===== config.mk =====
export PLATFORM = sky130hd
export DESIGN_NAME = fir_coeff_loader
export DESIGN_NICKNAME = d
export VERILOG_FILES = /design/src/rtl/fir_pkg.sv /design/src/rtl/fir_coeff_loader.sv
export SDC_FILE = /design/constraint.sdc
export NUM_CORES = 1
export LEC_CHECK = 0
export CAP_MARGIN = 0
export CORE_MARGIN = 1
export CORE_UTILIZATION = 40
export DETAILED_ROUTE_END_ITERATION = 7
export GPL_ROUTABILITY_DRIVEN = 1
export MAX_ROUTING_LAYER = met4
export PLACE_DENSITY = 0.72
export SYNTH_ARGS = -nofsm -noshare
export SYNTH_HDL_FRONTEND = slang
export SYNTH_SLANG_ARGS = --single-unit

===== constraint.sdc =====
create_clock -name clk -period 3.8 [get_ports clk]
set_input_delay 0.76 -clock clk [delete_from_list [all_inputs] [get_ports clk]]
set_output_delay 0.76 -clock clk [all_outputs]
set_load 0.005 [all_outputs]

===== src/rtl/fir_pkg.sv =====
// rtl/fir_pkg.sv - shared FIR filter types and sizing
package fir_pkg;

  localparam int NUM_TAPS = 41;
  localparam int COEFF_W  = 16;
  localparam int IDX_W    = 6;

  typedef logic [COEFF_W-1:0] coeff_t;
  typedef logic [IDX_W-1:0]   tap_idx_t;

  typedef enum logic [1:0] {
    IDLE = 2'd0,
    LOAD = 2'd1,
    CHK  = 2'd2,
    FIN  = 2'd3
  } loader_state_e;

  localparam tap_idx_t LAST_IDX  = tap_idx_t'(NUM_TAPS - 1);
  localparam tap_idx_t MAX_COUNT = tap_idx_t'(NUM_TAPS);

  function automatic tap_idx_t next_idx(input tap_idx_t i);
    return (i == LAST_IDX) ? '0 : i + tap_idx_t'(1);
  endfunction

endpackage


===== src/rtl/fir_coeff_loader.sv =====
// rtl/fir_coeff_loader.sv - burst coefficient writer for fir_filter
// Optional trailing-checksum beat: FIR_COEFF_LOADER_CHECKSUM_EN
module fir_coeff_loader
  import fir_pkg::*;
(
  input  logic               clk,
  input  logic               reset,
  input  logic               start,
  input  logic [IDX_W-1:0]   start_idx,
  input  logic [IDX_W-1:0]   count,
  input  logic               s_valid,
  input  logic [COEFF_W-1:0] s_data,
  output logic               s_ready,
  output logic               coeff_update,
  output logic [IDX_W-1:0]   coeff_sel,
  output logic [COEFF_W-1:0] new_coeff,
  output logic               busy,
  output logic               done,
  output logic               err
);

  loader_state_e state_q, state_d;
  tap_idx_t      idx_q, idx_d;
  tap_idx_t      rem_q, rem_d;
  logic          upd_q, upd_d;
  tap_idx_t      sel_q, sel_d;
  coeff_t        data_q, data_d;
  logic          err_q, err_d;
`ifdef FIR_COEFF_LOADER_CHECKSUM_EN
  coeff_t        sum_q, sum_d;
`endif

  logic cmd_legal;
  assign cmd_legal = (start_idx < MAX_COUNT) && (count != '0) && (count <= MAX_COUNT);

  always_comb begin
    state_d = state_q;
    idx_d   = idx_q;
    rem_d   = rem_q;
    upd_d   = 1'b0;
    sel_d   = sel_q;
    data_d  = data_q;
    err_d   = 1'b0;
`ifdef FIR_COEFF_LOADER_CHECKSUM_EN
    sum_d   = sum_q;
`endif
    s_ready = 1'b0;
    busy    = 1'b1;
    done    = 1'b0;
    case (state_q)
      IDLE: begin
        busy = 1'b0;
        if (start) begin
          if (cmd_legal) begin
            idx_d   = start_idx;
            rem_d   = count;
            state_d = LOAD;
`ifdef FIR_COEFF_LOADER_CHECKSUM_EN
            sum_d   = '0;
`endif
          end else begin
            err_d = 1'b1;
          end
        end
      end
      LOAD: begin
        s_ready = 1'b1;
        if (s_valid) begin
          upd_d  = 1'b1;
          sel_d  = idx_q;
          data_d = s_data;
          idx_d  = next_idx(idx_q);
          rem_d  = rem_q - tap_idx_t'(1);
`ifdef FIR_COEFF_LOADER_CHECKSUM_EN
          sum_d  = sum_q + s_data;
          if (rem_q == tap_idx_t'(1)) state_d = CHK;
`else
          if (rem_q == tap_idx_t'(1)) state_d = FIN;
`endif
        end
      end
`ifdef FIR_COEFF_LOADER_CHECKSUM_EN
      CHK: begin
        // Trailing beat is compared only, never written to the filter
        s_ready = 1'b1;
        if (s_valid) begin
          err_d   = (s_data != sum_q);
          state_d = FIN;
        end
      end
`endif
      FIN: begin
        done    = 1'b1;
        state_d = IDLE;
      end
      default: state_d = IDLE;
    endcase
  end

  always_ff @(posedge clk) begin
    if (reset) begin
      state_q <= IDLE;
      idx_q   <= '0;
      rem_q   <= '0;
      upd_q   <= 1'b0;
      sel_q   <= '0;
      data_q  <= '0;
      err_q   <= 1'b0;
`ifdef FIR_COEFF_LOADER_CHECKSUM_EN
      sum_q   <= '0;
`endif
    end else begin
      state_q <= state_d;
      idx_q   <= idx_d;
      rem_q   <= rem_d;
      upd_q   <= upd_d;
      sel_q   <= sel_d;
      data_q  <= data_d;
      err_q   <= err_d;
`ifdef FIR_COEFF_LOADER_CHECKSUM_EN
      sum_q   <= sum_d;
`endif
    end
  end

  assign coeff_update = upd_q;
  assign coeff_sel    = sel_q;
  assign new_coeff    = data_q;
  assign err          = err_q;

endmodule

# [Word level (Yosys, flattened, before mapping)]
# Index checks and enable logic that the tools add are counted.
# W data, S select, Z words.
[classes] add_sub_neg=2 bitwise_logic=3 n_reduce_logical=10 n_eq_ne=8 n_mux=19 n_lt_le_gt_ge=2
[op_table] cell="$mux W6" n=7
[op_table] cell="$pmux W6 S2" n=2
[op_table] cell="$mux W2" n=4
[op_table] cell="$ne A2 B2 Y1 const B" n=4
[op_table] cell="$reduce_and A4 Y1" n=2
[op_table] cell="$add A6 B1 Y6 const B" n=1
[op_table] cell="$eq A6 B1 Y1 const B" n=1
[op_table] cell="$eq A6 B6 Y1 const B" n=1
[op_table] cell="$le A6 B6 Y1 const B" n=1
[op_table] cell="$lt A6 B6 Y1 const B" n=1
[op_table] cell="$reduce_bool A6 Y1" n=1
[op_table] cell="$sub A6 B1 Y6 const B" n=1
[op_table] cell="$mux W1" n=5
[op_table] cell="$pmux W2 S2" n=1
[op_table] cell="$not A1 Y1" n=3
[op_table] cell="$reduce_or A3 Y1" n=1
[op_table] cell="$eq A2 B1 Y1 const B" n=1
[op_table] cell="$eq A2 B2 Y1 const B" n=1
[op_table] cell="$logic_and A1 B1 Y1" n=2
[op_table] cell="$logic_not A2 Y1" n=1
[op_table] cell="$reduce_and A2 Y1" n=1
[op_table] cell="$reduce_bool A2 Y1" n=1
[op_table] cell="$reduce_or A2 Y1" n=1
[word_totals] output_inout_bits=27 word_cells=51 in_bits=32 ff_bits=38

# [Depth between registers and ports, before layout]
# Gate-level depths: netlist of the first run.
[depth] ltp_word=6 depth_mapped=9 depth_no_buf=6

# [Least setup slack after synthesis of the first run]
# No wires, ideal clock.
[synth_timing] path_type="input port to flip-flop" start="input port count[2]" end="register idx_q[1]" path_stages=6 t_arrival_ns=1.856 setup_time_ns=0.134 path_buffers=1 required_time_ns=3.666 path_slack_ns=1.810 cell_sequence="o21a_1 -> o21ai_0 -> a41oi_4 -> buf_6 -> a211oi_1 -> a211oi_2"
[synth_between] elab_chain_len=5 elab_cells_between_ends=6 cone_classes="order compare: 1; eq/ne: 1; reduce/logical: 4"
[synth_rtl] item="start, declared" line_no="fir_coeff_loader.sv:10" text="input logic [IDX_W-1:0] count,"
[synth_rtl] item="parallel branches: the longest is 2 deep, another holds $le A6 B6 Y1"
[synth_rtl] item="$logic_and A1 B1 Y1 (*)" line_no="fir_coeff_loader.sv:34" text="assign cmd_legal = (start_idx < MAX_COUNT) && (count != '0) && (count <= MAX_COUNT);"
[synth_rtl] item="$ne A2 B2 Y1 (no line) (*)"
[synth_rtl] item="$reduce_and A4 Y1 (no line) (*)"
[synth_rtl] item="end signal, assigned" line_no="fir_coeff_loader.sv:114" text="idx_q <= idx_d;"
[synth_rtl] item="end, declared" line_no="fir_coeff_loader.sv:23" text="tap_idx_t idx_q, idx_d;"
# Every way passes the cells marked *.
# A chain may end at the register's enable or synchronous reset.

# [Worst setup path in the final report of the first run]
[layout_timing] start="register state_q[0]" end="output port s_ready"
[layout_between] elab_chain_len=2
[layout_rtl] item="start, declared" line_no="fir_coeff_loader.sv:22" text="loader_state_e state_q, state_d;"
[layout_rtl] item="start signal, assigned" line_no="fir_coeff_loader.sv:113" text="state_q <= state_d;"
[layout_rtl] item="$eq A2 B1 Y1" line_no="fir_coeff_loader.sv:50" text="case (state_q)"
[layout_rtl] item="$mux W1" line_no="fir_coeff_loader.sv:50"
[layout_rtl] item="end, declared" line_no="fir_coeff_loader.sv:13" text="output logic s_ready,"
# No other way between the ends.

==> reports/results.tsv, run 1 <==
stage	metric	value	unit
logic_synthesis	synthCells	218	
drt	postRouteAntennaNets	0	
critical_path	path_class	flip-flop to output pin	
placement	dp.cells	313	
clocking	cts_resized	0	
floorplan	initial_core_util	0.427	
clocking	clockBufferDepth	2	
logic_synthesis	synth_top_cell_by_area	dfxtp_1	
logic_synthesis	synth_seq_cells	38	
global_route	grt_pass1_vias	1497	
sta	grt_setup_unrepaired	no	
sta	relSlewSlack	0.290	
critical_path	cp_max_fo	20	
sta	tns	0	ns
sta	period_minus_slack	2.58	ns
sta	final_min_period_over_clock_period	0.678	
sta	setup_violations	0	
floorplan	die_x	68.2	µm
placement	dp_hpwl	2.91	mm
logic_synthesis	syn_nets	254	
placement	gp_congestion	0.827	
critical_path	cp.arrival	1.82	ns
drt	drt-initial-drc-count	105	
power	clkPwrFrac	0.412	
power	power_frac_seq	0.434	
critical_path	start_kind	flip-flop	
sta	tightest_slew	1.06	ns
min_path	min-delay-path-class	flip-flop to flip-flop	
clocking	htreeDepth	2	
sta	max_freq	0.388	GHz
logic_synthesis	synth_area_leaders	dfxtp_1 (43%), a21oi_1 (11%), nand2_1 (10%)	
logic_synthesis	synth_top_area_frac	0.433	
critical_path	endpoint_kind	output pin	
critical_path	required	3.04	ns
final_layout	postLayoutCellArea	0.00247	mm²
power	p_sw	241	µW
power	internal_power	761	µW
final_layout	layout-drive-gt1-share	0.0738	
placement	port_buffers	58	
clocking	clock-sinks	38	
floorplan	die_y	68.2	µm
min_path	hold_start	coeff_sel[3]	
clocking	post_cts_buffers	0	
power	pwr-share-comb	0.155	
critical_path	r2r-start	state_q[1]	
sta	hold_viol	0	
floorplan	coreArea	0.00412	mm²
drt	via_count	1676	
logic_synthesis	synth_area_per_cell	8.05	µm²
clocking	cts_buffers	5	
clocking	cts_tree	done	
logic_synthesis	synthDistinctLibCells	35	
global_route	grt_pass1_wl	6.87	mm
global_route	grt_use_total	0.210	
logic_synthesis	ys.warnings.count	0	
final_layout	nets	306	
drt	drt-total-wl	4.27	mm
critical_path	crit_start	state_q[0]	
sta	finalMaxSlewViolations	0	
floorplan	die_area	0.00466	mm²
power	power_density	405	mW/mm²
drt	drc	0	
logic_synthesis	syn_area	0.00176	mm²
flow_run	max-cap-violations	0	
sta	skew	0.00575	ns
logic_synthesis	yosysSeqAreaShare	0.433	
run_status	status	finished, final reports clean	
drt	first_pass_iters	4	
drt	viasPerCell	5.22	
global_route	antenna_found_initial	0	
clocking	path_clk_slew	0.07	ns
final_layout	syn_to_final_growth	40.8	%
global_route	grt_max_degree	31	
floorplan	num_rows	23	
power	p_leak	0.846	nW
clocking	clk_latency	0.30	ns
global_route	grt_overflow	0	
placement	dpl_cell_area	0.00233	mm²
clocking	cts_root_buf	clkbuf_8	
drt	wl_per_cell	13.3	µm
final_layout	fin_cells	321	
floorplan	io_pins	59	
power	switching_share	0.241	
power	ir_worst_vdd	0.222	mV
clocking	cts_hold_buf	0	
final_layout	diodes	0	
final_layout	fill_cells	361	
## synth_stat cells (all sizes together)
master   instances
nand2           48
nand3            3
and3             1
clkbuf           9
a41oi            1
o21ai            5
nand2b           9
inv              6
o21a             1
a211oi           3
a211o            1
nor2b            2
a2111oi          1
a31oi            1
nor2             7
ha               4
and2             4
nor4             3
buf              6
o32ai            6
nor3             7
nor3b            2
o31a             2
or3              3
nand3b           1
a221oi           1
a21oi           40
or2              3
dfxtp           38
## power groups by stage
| stage | registers (mW) | logic [mW] | clock network [mW] |
|---|---|---|---|
| detailed placement | 0.444 | 0.154 | 0 |
| CTS | 0.434 | 0.155 | 0.422 |
| global placement | 0.443 | 0.153 | 0 |
| global route | 0.437 | 0.173 | 0.440 |
| finish | 0.435 | 0.155 | 0.413 |
| floorplan | 0.438 | 0.0907 | 0 |
## critical path, stage by stage (launching register included)
cell             delay, ns
dfxtp_1               0.54
nand2b_1              0.09
buf_4                 0.21
inv_2                 0.14
clkdlybuf4s50_1       0.53
## metal layers
layer,track usage,wire (µm),up-vias
li1,-,-,857
met1,0.273,1990,757
met2,0.284,1880,51
met3,0.0700,300,11
met4,0.104,97,0
met5,-,0,-
## cell usage in the layout, fill, tap and decap left out, drive strengths merged, types with 4 or more instances in the layout
master / instances
inv: 6
o21ai: 5
and2: 4
clkbuf: 5
nand2: 48
clkdlybuf4s50: 58
a21oi: 40
nor3: 7
dfxtp: 38
nand2b: 9
o32ai: 6
ha: 4
nor2: 7
## cell type report
| class | instances | area (µm²) | share of cell area |
|---|---|---|---|
| Clock buffer | 5 | 68.8 | 0.0278 |
| Clock inverter | 3 | 68.8 | 0.0278 |
| Inverter | 6 | 22.5 | 0.00911 |
| Multi-Input combinational cell | 159 | 893 | 0.361 |
| Sequential cell | 38 | 761 | 0.308 |
| Tap cell | 50 | 62.6 | 0.0253 |
| Timing Repair Buffer | 60 | 596 | 0.241 |
## metrics by stage
| step | worst slack [ns] | power [mW] | hold WS, ns | utilization |
|---|---|---|---|---|
| global placement | 1.04 | 0.596 | 0.440 | 0.567 |
| CTS | 1.23 | 1.01 | 0.457 | 0.601 |
| finish | 1.22 | 1.00 | 0.452 | 0.601 |
| detailed placement | 1.03 | 0.598 | 0.446 | 0.567 |
| floorplan | 1.81 | 0.529 | 0.441 | - |
| global route | 1.13 | 1.05 | 0.469 | 0.601 |
## state kept, by name, indices dropped and copies added (netlist names)
| name | count |
|---|---|
| rem_q | 6 |
| new_coeff | 16 |
| state_q | 2 |
| err | 1 |
| coeff_sel | 6 |
| coeff_update | 1 |
| idx_q | 6 |
## final timing paths
path	slack, ns	depth (start not counted)	end
setup / recovery	1.22	4	s_ready
hold / removal	0.45	2	coeff_sel[3]
setup reg to reg	1.56	7	idx_q[1]
hold reg to reg	0.45	2	coeff_sel[3]
## cell families (layout without fill, tap and decap cells)
group                    Yosys count  in the layout  synth area share
AND/OR/NAND/NOR                   93             93             0.249
AO/OA/AOI/OAI                     62             62             0.231
flip-flops                        38             38             0.433
buffers and inverters             21             74            0.0577
adder cells (fa/ha/maj)            4              4            0.0285
(Power assumes the default switching activity.)
==> inputs of run 2 (changes only) <==
==> constraint.sdc (replaced) <==
create_clock -name clk -period 2.6 [get_ports clk]
set_input_delay 0.52 -clock clk [delete_from_list [all_inputs] [get_ports clk]]
set_output_delay 0.52 -clock clk [all_outputs]
set_load 0.005 [all_outputs]
==> run 2 against run 1 <==
Net effect: via count is 1.3% higher; core utilization increased by 0.15 points; cell count grew 1.2%.
==> reports/results.tsv, run 2 (synthesis gave the netlist of run 1 again) <==
stage	metric	value	unit
global_route	grt_pass1_vias	1498	
clocking	cts_resized	0	
critical_path	cp_max_fo	16	
min_path	holdPathEnd	new_coeff[14]	
floorplan	die_area	0.00466	mm²
power	power_density	554	mW/mm²
power	switching_share	0.258	
clocking	cts_hold_buf	0	
power	internal_power	1.02	mW
power	p_leak	0.847	nW
drt	via_count	1698	
drt	drt-initial-drc-count	120	
placement	dp_hpwl	2.90	mm
sta	period_minus_slack	2.15	ns
clocking	clk_latency	0.29	ns
final_layout	layout-drive-gt1-share	0.0873	
power	clkPwrFrac	0.367	
critical_path	cp.arrival	2.36	ns
placement	dpl_cell_area	0.00236	mm²
drt	drc	0	
sta	setup_violations	0	
global_route	antenna_found_initial	0	
final_layout	nets	310	
critical_path	path_class	input port to flip-flop	
final_layout	final_common_cell	clkdlybuf4s50_1	
power	fin_total_pwr	1.37	mW
sta	tightest_slew	0.483	ns
clocking	htreeDepth	2	
drt	viasPerCell	5.22	
clocking	clock-sinks	38	
critical_path	cp_slowest_stage_delay	0.45	ns
final_layout	postLayoutCellArea	0.00248	mm²
critical_path	required	2.81	ns
sta	grt_setup_unrepaired	no	
floorplan	coreArea	0.00412	mm²
min_path	hold_start	new_coeff[14]	
sta	holdWs	0.456	ns
final_layout	syn_to_final_growth	41.2	%
run_status	status	finished, final reports clean	
drt	drt-total-wl	4.25	mm
clocking	cts_tree	done	
sta	skew	0.00886	ns
sta	tns	0	ns
floorplan	initial_core_util	0.427	
drt	first_pass_iters	4	
min_path	min-delay-path-class	flip-flop to flip-flop	
placement	port_buffers	58	
drt	postRouteAntennaNets	0	
critical_path	cpMaxStageDelayCell	clkdlybuf4s50_1	
floorplan	die_x	68.2	µm
floorplan	num_rows	23	
sta	max_freq	0.466	GHz
critical_path	cp_top_family	compound AO/OA/AOI/OAI gates	
sta	finalMaxSlewViolations	0	
critical_path	start_kind	input port	
power	p_sw	354	µW
critical_path	endpoint_kind	flip-flop	
placement	dp.cells	317	
final_layout	final_cell_mix	clkdlybuf4s50_1 (58), nand2_1 (48), a21oi_1 (40)	
global_route	grt_max_degree	45	
sta	hold_viol	0	
global_route	grt_overflow	0	
placement	gp_congestion	0.815	
clocking	cts_root_buf	clkbuf_8	
clocking	post_cts_buffers	0	
critical_path	reg2reg_to	idx_q[2]	
power	ir_worst_vdd	0.361	mV
flow_run	max-cap-violations	0	
clocking	path_clk_slew	0.08	ns
critical_path	worstPathCellList	clkdlybuf4s50_1 > o21a_1 > o21ai_0 > a41oi_4 > or3_1 > a21oi_1	
critical_path	r2r_cells	7	
critical_path	regToRegSetupSlack	0.67	ns
critical_path	r2r-start	state_q[1]	
power	power_frac_seq	0.460	
critical_path	worst-path-buf-inv	1	
min_path	whs_path_depth	2	
floorplan	io_pins	59	
final_layout	diodes	0	
final_layout	largest_register_ffs	16	
floorplan	die_y	68.2	µm
sta	relSlewSlack	0.677	
sta	final_min_period_over_clock_period	0.825	
drt	wl_per_cell	13.1	µm
power	pwr-share-comb	0.173	
clocking	cts_buffers	5	
global_route	grt_pass1_wl	6.67	mm
clocking	clockBufferDepth	2	
final_layout	fin_cells	325	
global_route	grt_use_total	0.197	
==> run 2: power by group through the flow <==
stage	clock (mW)	sequential, mW	combinational, mW
4_1_cts	0.514	0.632	0.238
6_report	0.504	0.632	0.237
2_1_floorplan	0	0.641	0.133
3_5_place_dp	0	0.646	0.236
3_3_place_gp	0	0.644	0.233
5_1_grt	0.537	0.636	0.261
==> run 2: worst max path at each step <==
stage | startpoint | to | slack, ns | cells past startpoint
2_1_floorplan | count[2] | idx_q[1] | 0.85 | 6
3_3_place_gp | start_idx[2] | rem_q[0] | 0.23 | 6
3_5_place_dp | count[2] | rem_q[0] | 0.16 | 6
4_1_cts | count[2] | rem_q[0] | 0.46 | 6
5_1_grt | count[2] | rem_q[0] | 0.33 | 6
6_report | count[2] | rem_q[0] | 0.45 | 6
==> run 2: cell type report <==
class | instances | area, µm²
multi-input combinational | 159 | 893
inverter | 6 | 22.5
clock buffer | 5 | 68.8
tap | 50 | 62.6
sequential | 38 | 761
fill | 370 | 1640
timing repair buffer | 64 | 626
clock inverter | 3 | 45.0
==> run 2: layer usage <==
metal | GRT usage | vias up | wire length, µm | share of wire
li1 | - | 863 | - | -
met1 | 0.246 | 775 | 2010 | 0.47
met2 | 0.294 | 55 | 1850 | 0.44
met3 | 0.0750 | 5 | 345 | 0.081
met4 | 0.0521 | 0 | 40 | 0.0094
met5 | - | - | 0 | 0
==> run 2: tightest hold or removal path, stage by stage (launching register included) <==
cell and delay (ns):
dfxtp_1 0.31, nand2_1 0.05, a21oi_1 0.05
==> run 2: per-stage QoR <==
stage                     utilization  setup WS (ns)
after CTS                       0.602          0.461
after global placement          0.575          0.226
after global routing            0.602          0.332
final                           0.602          0.454
after detailed placement        0.575          0.161
after floorplan                     -          0.850
